File: config.mk
export PLATFORM = sky130hd
export DESIGN_NAME = pll_reset_sequencer
export DESIGN_NICKNAME = d
export VERILOG_FILES = /design/src/rtl/pll_reset_sequencer.sv
export SDC_FILE = /design/constraint.sdc
export NUM_CORES = 1
export LEC_CHECK = 0
export ABC_AREA = 1
export CORE_ASPECT_RATIO = 1.75
export CORE_UTILIZATION = 30
export CTS_BUF_LIST = sky130_fd_sc_hd__clkbuf_16
export CTS_CLUSTER_SIZE = 12
export DETAILED_ROUTE_END_ITERATION = 16
export GPL_ROUTABILITY_DRIVEN = 0
export SYNTH_ARGS = -nofsm -noshare
export SYNTH_HDL_FRONTEND = slang
export SYNTH_SLANG_ARGS = --single-unit
File: constraint.sdc
create_clock -name ref_clk -period 2.97 [get_ports ref_clk]
set_input_delay 0.594 -clock ref_clk [delete_from_list [all_inputs] [get_ports ref_clk]]
set_output_delay 0.594 -clock ref_clk [all_outputs]
set_load 0.1 [all_outputs]
File: src/rtl/pll_reset_sequencer.sv
`default_nettype none
// ============================================================================
// Module   : pll_reset_sequencer
// Purpose  : PLL areset pulse, lock wait with timeout/retries, lock stability
//            qualification, downstream reset release and lock-loss monitoring.
//            Optional lock-loss counter built when PLL_SEQ_LOSS_CNT_EN is defined.
// Revision : 1.0 - initial release
// ============================================================================
module pll_reset_sequencer #(
    parameter int ARESET_CYCLES = 8,
    parameter int LOCK_TIMEOUT  = 50000,
    parameter int STABLE_CYCLES = 1024,
    parameter int MAX_RETRIES   = 4,
    parameter int CNT_W         = 8
) (
    input  logic             ref_clk,
    input  logic             rst,
    input  logic             pll_locked,
    input  logic             restart,
    output logic             pll_areset,
    output logic             sys_rst,
    output logic             ready,
    output logic             fault,
    output logic [CNT_W-1:0] lock_loss_cnt
);

    localparam int c_tmax_ls = (LOCK_TIMEOUT > STABLE_CYCLES) ? LOCK_TIMEOUT : STABLE_CYCLES;
    localparam int c_tmax    = (c_tmax_ls > ARESET_CYCLES) ? c_tmax_ls : ARESET_CYCLES;
    localparam int TIMER_W   = (c_tmax > 2) ? $clog2(c_tmax) : 1;
    localparam int RETRY_W   = (MAX_RETRIES > 2) ? $clog2(MAX_RETRIES) : 1;

    localparam logic [TIMER_W-1:0] c_areset_last = TIMER_W'(ARESET_CYCLES - 1);
    localparam logic [TIMER_W-1:0] c_lock_last   = TIMER_W'(LOCK_TIMEOUT - 1);
    localparam logic [TIMER_W-1:0] c_stable_last = TIMER_W'(STABLE_CYCLES - 1);
    localparam logic [RETRY_W-1:0] c_retry_last  = RETRY_W'(MAX_RETRIES - 1);

    typedef enum logic [2:0] {
        RESET_PLL = 3'd0,
        WAIT_LOCK = 3'd1,
        STABLE    = 3'd2,
        RUN       = 3'd3,
        FAULT     = 3'd4
    } state_t;

    state_t               state_q, state_d;
    logic [TIMER_W-1:0]   timer_q, timer_d;
    logic [RETRY_W-1:0]   retry_q, retry_d;
    logic [1:0]           sync_q, sync_d;
    logic                 pll_areset_q, pll_areset_d;
    logic                 sys_rst_q, sys_rst_d;
    logic                 fault_q, fault_d;
    logic                 w_fail;
    logic                 w_locked_s;

    assign w_locked_s = sync_q[1];

    always_comb begin
        sync_d  = {sync_q[0], pll_locked};
        state_d = state_q;
        timer_d = timer_q + TIMER_W'(1);
        retry_d = retry_q;
        w_fail  = 1'b0;

        case (state_q)
            RESET_PLL: begin
                if (timer_q == c_areset_last) begin
                    state_d = WAIT_LOCK;
                    timer_d = '0;
                end
            end
            WAIT_LOCK: begin
                // Lock takes precedence over a coincident timeout.
                if (w_locked_s) begin
                    state_d = STABLE;
                    timer_d = '0;
                end else if (timer_q == c_lock_last) begin
                    w_fail = 1'b1;
                end
            end
            STABLE: begin
                if (!w_locked_s) begin
                    w_fail = 1'b1;
                end else if (timer_q == c_stable_last) begin
                    state_d = RUN;
                    timer_d = '0;
                    retry_d = '0;
                end
            end
            RUN: begin
                timer_d = '0;
                if (!w_locked_s) begin
                    state_d = RESET_PLL;
                end
            end
            FAULT: begin
                timer_d = '0;
            end
            default: begin
                state_d = RESET_PLL;
                timer_d = '0;
            end
        endcase

        if (w_fail) begin
            timer_d = '0;
            if (retry_q == c_retry_last) begin
                state_d = FAULT;
            end else begin
                retry_d = retry_q + RETRY_W'(1);
                state_d = RESET_PLL;
            end
        end

        if (restart) begin
            state_d = RESET_PLL;
            timer_d = '0;
            retry_d = '0;
        end

        // Outputs are registered from the next state so they move with it.
        pll_areset_d = (state_d == RESET_PLL);
        sys_rst_d    = (state_d != RUN);
        fault_d      = (state_d == FAULT);
    end

    always_ff @(posedge ref_clk) begin
        if (rst) begin
            state_q      <= RESET_PLL;
            timer_q      <= '0;
            retry_q      <= '0;
            sync_q       <= '0;
            pll_areset_q <= 1'b1;
            sys_rst_q    <= 1'b1;
            fault_q      <= 1'b0;
        end else begin
            state_q      <= state_d;
            timer_q      <= timer_d;
            retry_q      <= retry_d;
            sync_q       <= sync_d;
            pll_areset_q <= pll_areset_d;
            sys_rst_q    <= sys_rst_d;
            fault_q      <= fault_d;
        end
    end

    assign pll_areset = pll_areset_q;
    assign sys_rst    = sys_rst_q;
    assign ready      = ~sys_rst_q;
    assign fault      = fault_q;

`ifdef PLL_SEQ_LOSS_CNT_EN
    logic [CNT_W-1:0] loss_cnt_q, loss_cnt_d;

    // A restart coinciding with a drop is not a lock loss.
    always_comb begin
        loss_cnt_d = loss_cnt_q;
        if ((state_q == RUN) && !w_locked_s && !restart && (loss_cnt_q != '1)) begin
            loss_cnt_d = loss_cnt_q + CNT_W'(1);
        end
    end

    always_ff @(posedge ref_clk) begin
        if (rst) begin
            loss_cnt_q <= '0;
        end else begin
            loss_cnt_q <= loss_cnt_d;
        end
    end

    assign lock_loss_cnt = loss_cnt_q;
`else
    assign lock_loss_cnt = '0;
`endif

endmodule
`default_nettype wire

Yosys cells after proc, flatten, opt, wreduce, memory -nomap -nowiden
Cells that the tools add are included.
{"block": "classes", "n_lt_le_gt_ge": 0, "n_addsub": 2, "div_mod_pow": 0, "n_bitwise": 1, "n_reduce_logical": 4, "shifts": 0, "multipliers": 0, "eq_ne": 10, "mux": 23}
{"op": "two-way mux 16 bit", "count": 4}
{"op": "one-hot mux 16 bit (3 select lines)", "count": 1}
{"op": "two-way mux 3 bit", "count": 8}
{"op": "adder 16 x 1 -> 16 bit (second input constant)", "count": 1}
{"op": "== test 16 x 10 -> 1 bit (second input constant)", "count": 1}
{"op": "== test 16 bit (second input constant)", "count": 1}
{"op": "== test 16 x 3 -> 1 bit (second input constant)", "count": 1}
{"op": "one-hot mux 3 bit (5 select lines)", "count": 1}
{"op": "two-way mux 2 bit", "count": 5}
{"op": "== test 3 x 2 -> 1 bit (second input constant)", "count": 2}
{"op": "== test 3 bit (second input constant)", "count": 2}
{"op": "zero test 3 bit", "count": 2}
{"op": "== test 3 x 1 -> 1 bit (second input constant)", "count": 1}
{"op": "two-way mux 1 bit", "count": 3}
{"op": "inequality test 3 x 2 -> 1 bit (second input constant)", "count": 1}
{"op": "OR reduction 3 bit", "count": 1}
{"op": "adder 2 x 1 -> 2 bit (second input constant)", "count": 1}
{"op": "== test 2 bit (second input constant)", "count": 1}
{"op": "one-hot mux 1 bit (2 select lines)", "count": 1}
{"op": "OR reduction 2 bit", "count": 1}
{"op": "inverter 1 bit", "count": 1}
{"block": "totals", "elab_cells": 47, "ram_bits": 0, "n_memories": 0, "latchBits": 0, "regBits": 26, "rom_bits": 0}

Longest topological paths before layout
Gate-level depths: netlist (run 1).
{"block": "logic_depth", "ltp_word": 7, "depth_mapped": 11, "ltp_nobuf": 10}

Least setup slack after synthesis (run 1)
OpenSTA, ideal clock, no wires.
{"block": "synth_timing", "path_type": "reg2out", "start": "reg sys_rst_q (netlist: sys_rst)", "end": "out ready", "t_arrival_ps": 1610, "path_stages_with_launch": 2, "required_ps": 2376, "setup_slack_ps": 766, "path_cell_list": "dfxtp_1 > inv_1"}
{"block": "synth_between", "elab_chain_len": 1}
{"element": "start, declared", "line": "50", "source": "logic sys_rst_q, sys_rst_d;"}
{"element": "start signal, assigned", "line": "141", "source": "sys_rst_q <= sys_rst_d;"}
{"element": "inverter 1 bit", "line": "148", "source": "assign ready = ~sys_rst_q;"}
{"element": "end, declared", "line": "22", "source": "output logic ready,"}
Every way passes these cells.

Worst setup path after layout (run 1)
{"block": "layout_timing", "start": "reg timer_q[0]", "end": "reg timer_q[15]"}
{"block": "layout_between", "elab_chain_len": 5}
{"element": "start, declared", "line": "46", "source": "logic [TIMER_W-1:0] timer_q, timer_d;"}
{"element": "start signal, assigned", "line": "137", "source": "timer_q <= timer_d;"}
{"element": "parallel branches: the longest is 5 deep, another holds adder 16 x 1 -> 16 bit"}
Parallel ways; which one is timed is not known.
A chain may end at the register's enable or synchronous reset.

==> impl_metrics.tcl, run 1 <==
set metrics [dict create \
    status "complete, no violations" \
    fp.dieW_um 53.92 \
    clk_latency_ns 0.26 \
    power.density_mw_per_mm2 504.4 \
    fillers 472 \
    vias_per_cell 4.594 \
    crit_fanout 16 \
    setup_ws_ns 1.273 \
    vias 1176 \
    port-buffer-count 7 \
    clock-sinks 26 \
    clk_pin_slew_ns 0.06 \
    cts-root-buf "clkbuf_16" \
    antenna_left 0 \
    finalSetupViolations 0 \
    cap_viol_max_count 0 \
    worst_setup_path_start_kind "register" \
    grt_usage_pct 12.43 \
    stdcell_count 256 \
    totalWireLength_mm 2.601 \
    synth_most_common_cell "nand2_1" \
    worst_ep_required_time_ns 3.11 \
    min_period_ns 1.697 \
    dieArea_sq_mm 0.005006 \
    grt_setup_unrepaired "false" \
    slew_viol_final 0 \
    rows 32 \
    syn2layout_area_growth_pct 12.47 \
    synth_area_leaders "dfxtp_1, nand2_1, nor2_1, nand3_1, inv_1" \
    path_class "register to register" \
    cts_tree "built" \
    synth_flop_cell "dfxtp_1" \
    final_nets 212 \
    async_reset_ff_share_pct 0 \
    yosysWarnings 0 \
    synth_common_cells "nand2_1, nor2_1, dfxtp_1, inv_1, nand3_1" \
    antenna_found_initial 0 \
    synth_area_sq_mm 0.001415 \
    drt_iter0_drc 22 \
    wl_per_cell_um 10.16 \
    die_y_um 92.86 \
    whs_ns 0.4129 \
    dr.pass1.iters 4 \
    p_total_mw 0.8028 \
    dpl.hpwl_mm 2.059 \
    numCtsBuffers 3 \
    cts_resized 0 \
    hold_viol 0 \
    core_sq_mm 0.004484 \
    synth_edf_count 0 \
    antenna_cells 0 \
    fmax_ghz 0.5893 \
    yosys.area.top_type "dfxtp_1" \
    pre_cts_slack_ns 0.9899 \
    cts_setup_buffers 0 \
    synth-seq-cells 26 \
    fin_skew_ns 0.005387 \
    grt_pass1_vias 1121 \
    cp-end-kind "register" \
    grt_remaining_overflow 0 \
    postSynthCellCount 197 \
    grt_max_degree 17 \
    grt_pass1_wl_mm 4.616 \
    drive_above_1_share_pct 15.61 \
    hold_class "register to register" \
    setup_tns_ns 0 \
    ys_seq_area_share_pct 36.78 \
    peakVddDrop_mv 0.3593 \
    dp_cells 252 \
    drc 0 \
    h-tree-depth 1 \
    crit_arrival_ns 1.84 \
    cts_buffer_depth 2 \
    synthDistinctLibCells 26 \
    synth.top_cell.area_share_pct 36.78 \
    pin_count 16 \
    avgSynthCellArea_sq_um 7.183 \
    initial_core_util_pct 31.56 \
    p_leak_nw 0.6586 \
    postCtsHoldBufs 0 \
    min_period_over_period_pct 57.14 \
]
## worst max-delay path, stage by stage (launching register included)
cell	delay, ns
dfxtp_1	0.36
ha_1	0.24
nand2_1	0.09
inv_2	0.07
nand3_2	0.11
nor2_4	0.14
inv_2	0.09
nor3_2	0.13
o21ai_2	0.09
nand3_4	0.21
nor2_1	0.06
## path summary, 6_finish.rpt
check                         from                     end  slack (ns)  depth (start not counted)
min           sync_q[0]$_SDFF_PP0_    sync_q[1]$_SDFF_PP0_        0.41                          2
min reg2reg   sync_q[0]$_SDFF_PP0_    sync_q[1]$_SDFF_PP0_        0.41                          2
max          timer_q[0]$_SDFF_PP0_  timer_q[15]$_SDFF_PP0_        1.27                         10
max reg2reg  timer_q[0]$_SDFF_PP0_  timer_q[15]$_SDFF_PP0_        1.27                         10
## cell families (layout without fill, tap and decap cells)
logic type	count (synthesis)	after routing	share of synthesized area, %
flops	26	26	36.78
buf+inv	39	40	13.26
simple gates	109	109	37.75
fa+ha+maj	2	2	1.768
xor+xnor	10	10	6.190
compound gates	10	10	3.978
other cells	1	8	0.2650
## layer usage
metal	global-route usage, %	wire (um)
met1	11.81	1006
met2	23.46	1464
met3	1.642	47
met4	6.798	82
met5	0	0
## flip-flops by register name, indices dropped and copies added (netlist names)
| name | flops |
|---|---|
| timer_q | 16 |
| sys_rst | 1 |
| state_q | 3 |
| sync_q | 2 |
| pll_areset | 1 |
| retry_q | 2 |
| fault | 1 |
## area by class of cell
class                      instances  area [sq um]  area share (%)
clock inverter                     1         30.03           1.887
tap                               51         63.81           4.009
inverter                          29         108.9           6.840
sequential                        26         520.5           32.70
clock buffer                       3         75.07           4.717
multi-input combinational        139         733.2           46.07
timing repair buffer               7         60.06           3.774
## per-stage QoR
step | util (%) | instance area [sq um]
floorplan | - | 1441
global placement | 33.15 | 1486
detailed placement | 33.15 | 1486
CTS | 35.49 | 1592
global route | 35.49 | 1592
finish | 35.49 | 1592
## power breakdown
part / leakage [nW] / internal (mW) / switching (mW) / total [mW]
Clock: 0.0511 / 0.268 / 0.120 / 0.388
Sequential: 0.210 / 0.351 / 0.00164 / 0.353
Combinational: 0.397 / 0.00684 / 0.0551 / 0.0619
Total: 0.659 / 0.626 / 0.177 / 0.803
## layout by cell type (no fill, tap or decap)
cell type,n
nor3_4,1
xnor2_1,3
inv_1,26
clkdlybuf4s50_1,3
nor2_1,30
nor3_2,1
o21ai_2,1
buf_4,4
nand2_2,2
o31ai_1,1
inv_2,3
nor3_1,3
dfxtp_1,26
ha_1,2
nand4_1,3
nor2_2,12
conb_1,8
nand3_1,20
nand2_1,33
o21ai_0,3
nand3_4,1
bufinv_16,1
nor2_4,2
nand3_2,1
xor2_1,7
clkbuf_16,3
a21oi_1,5
Note: power is estimated with default switching activity, not from simulation.
==> inputs of run 2 (changes only) <==
clock period = 1.6 ns   (was 2.97 ns; I/O delays follow)
==> run 2 against run 1 <==
- critical path depth unchanged
- cell area up 16%
- total power up 88%
- global-route usage up 1.4 points
- clock-buffer cell count unchanged
- sequential share of layout area down 4.1 points
- critical path type unchanged
- largest cell class unchanged
- highest routed layer unchanged
==> impl_metrics.tcl, run 2 (same netlist as run 1, synthesis figures left out) <==
set metrics [dict create \
    wl_per_cell_um 10.92 \
    reg_top3 "timer_q (16), state_q (3)" \
    clk_pin_slew_ns 0.07 \
    tightest_slew_ns 0.5337 \
    dr.pass1.iters 4 \
    postCtsHoldBufs 0 \
    regArea_sq_um 526.8 \
    path_class "register to register" \
    core_sq_mm 0.004484 \
    grt_pass1_vias 1211 \
    grt_usage_pct 13.87 \
    regMostFlops "timer_q" \
    fp.dieW_um 53.92 \
    antenna_left 0 \
    die_y_um 92.86 \
    worst_ep_required_time_ns 1.75 \
    slew_viol_final 0 \
    vias_per_cell 4.531 \
    cts-root-buf "clkbuf_16" \
    hold_class "register to register" \
    peakVddDrop_mv 0.3911 \
    placed_area_sq_mm 0.001647 \
    antenna_cells 0 \
    port-buffer-count 7 \
    dieArea_sq_mm 0.005006 \
    pin_count 16 \
    clk_latency_ns 0.26 \
    grt_setup_unrepaired "true" \
    h-tree-depth 1 \
    maxSlewHeadroom_pct 64.29 \
    totalWireLength_mm 2.981 \
    numCtsBuffers 3 \
    vias 1237 \
    power.density_mw_per_mm2 818.8 \
    min_period_over_period_pct 95.11 \
    setup_tns_ns 0 \
    status "complete, no violations" \
    crit_fanout 8 \
    hold_viol 0 \
    fin_skew_ns 0.007145 \
    finalSetupViolations 0 \
    p_leak_nw 0.7565 \
    cts_buffer_depth 2 \
    worst_setup_path_start_kind "register" \
    rows 32 \
    drc 0 \
    stdcell_count 273 \
    drive_above_1_share_pct 27.93 \
    largest_reg_flops 16 \
    clock-sinks 26 \
    dp_cells 266 \
    cts_tree "built" \
    fillers 469 \
    crit_arrival_ns 1.67 \
    grt_pass1_wl_mm 5.071 \
    stdcell_area_sq_mm 0.001842 \
    grt_max_degree 16 \
    syn2layout_area_growth_pct 30.15 \
    mostFrequentLayoutCells "nand2_1, nor2_1, inv_1, dfxtp_1, nand3_1" \
    antenna_found_initial 0 \
    grt_remaining_overflow 0 \
    dpl.hpwl_mm 2.239 \
    final_nets 229 \
    drt_iter0_drc 23 \
    cap_viol_max_count 0 \
    fmax_ghz 0.6571 \
    min_period_ns 1.522 \
    initial_core_util_pct 31.56 \
    final_common_cell "nand2_1" \
    multiInputGateArea_sq_um 800.8 \
    cp-end-kind "register" \
]
==> run 2: critical path, cell delays in order, from the launching register on <==
cell and delay, ns:
dfxtp_2 0.35, ha_4 0.15, nand2_2 0.05, inv_2 0.07, nand3_1 0.07, nor2_1 0.12, nand2_1 0.08, a21oi_2 0.19
o21ai_4 0.11, nand3_4 0.15, nor2_1 0.05
==> run 2: power breakdown <==
group / internal [mW] / switching [mW] / total, mW / leakage (nW)
logic: 0.0217 / 0.107 / 0.128 / 0.494
registers: 0.652 / 0.00372 / 0.656 / 0.211
clock network: 0.498 / 0.226 / 0.724 / 0.0511
==> run 2: per-stage QoR <==
stage / power, mW / worst slack [ns] / hold slack, ns / util, %
finish: 1.508 / 0.07823 / 0.4060 / 41.07
detailed placement: 0.7932 / -0.05480 / 0.4036 / 36.72
global route: 1.553 / -0.02289 / 0.4238 / 41.07
floorplan: 0.7910 / 0.01761 / 0.3883 / -
CTS: 1.525 / 0.001979 / 0.4138 / 40.71
global placement: 0.7920 / -0.02312 / 0.3965 / 36.72
==> run 2: cell type report <==
class | instances | share of cell area, %
Clock buffer | 3 | 4.076
Clock inverter | 1 | 1.630
Inverter | 29 | 6.250
Multi-Input combinational cell | 140 | 43.48
Sequential cell | 26 | 28.60
Tap cell | 51 | 3.465
Timing Repair Buffer | 23 | 12.50
==> run 2: path summary, 6_finish.rpt <==
kind                                       startpoint               endpoint  slack (ns)  cells after the start
worst max-delay path            timer_q[1]$_SDFF_PP0_  timer_q[0]$_SDFF_PP0_        0.08                     10
worst min-delay path             sync_q[0]$_SDFF_PP0_   sync_q[1]$_SDFF_PP0_        0.41                      2
worst max register to register  timer_q[1]$_SDFF_PP0_  timer_q[0]$_SDFF_PP0_        0.08                     10
worst min register to register   sync_q[0]$_SDFF_PP0_   sync_q[1]$_SDFF_PP0_        0.41                      2
==> run 2: routing by layer <==
layer	global-route usage, %	part of all wire, %	vias to the layer above
met3	2.299	2.9	8
met4	7.237	2.9	0
met5	0	0	-
met1	14.81	40	554
met2	24.38	55	27
li1	-	-	648
==> run 2: timing repair <==
| action | 4_1_cts | 5_1_grt |
|---|---|---|
| gates resized for setup | 10 | 7 |
| cloned | 1 | 0 |
| buffers inserted | 2 | 0 |
| endpoints found under the setup margin | 16 | 20 |
| pin swaps | 5 | 5 |
| hold endpoints to repair | 0 | 0 |
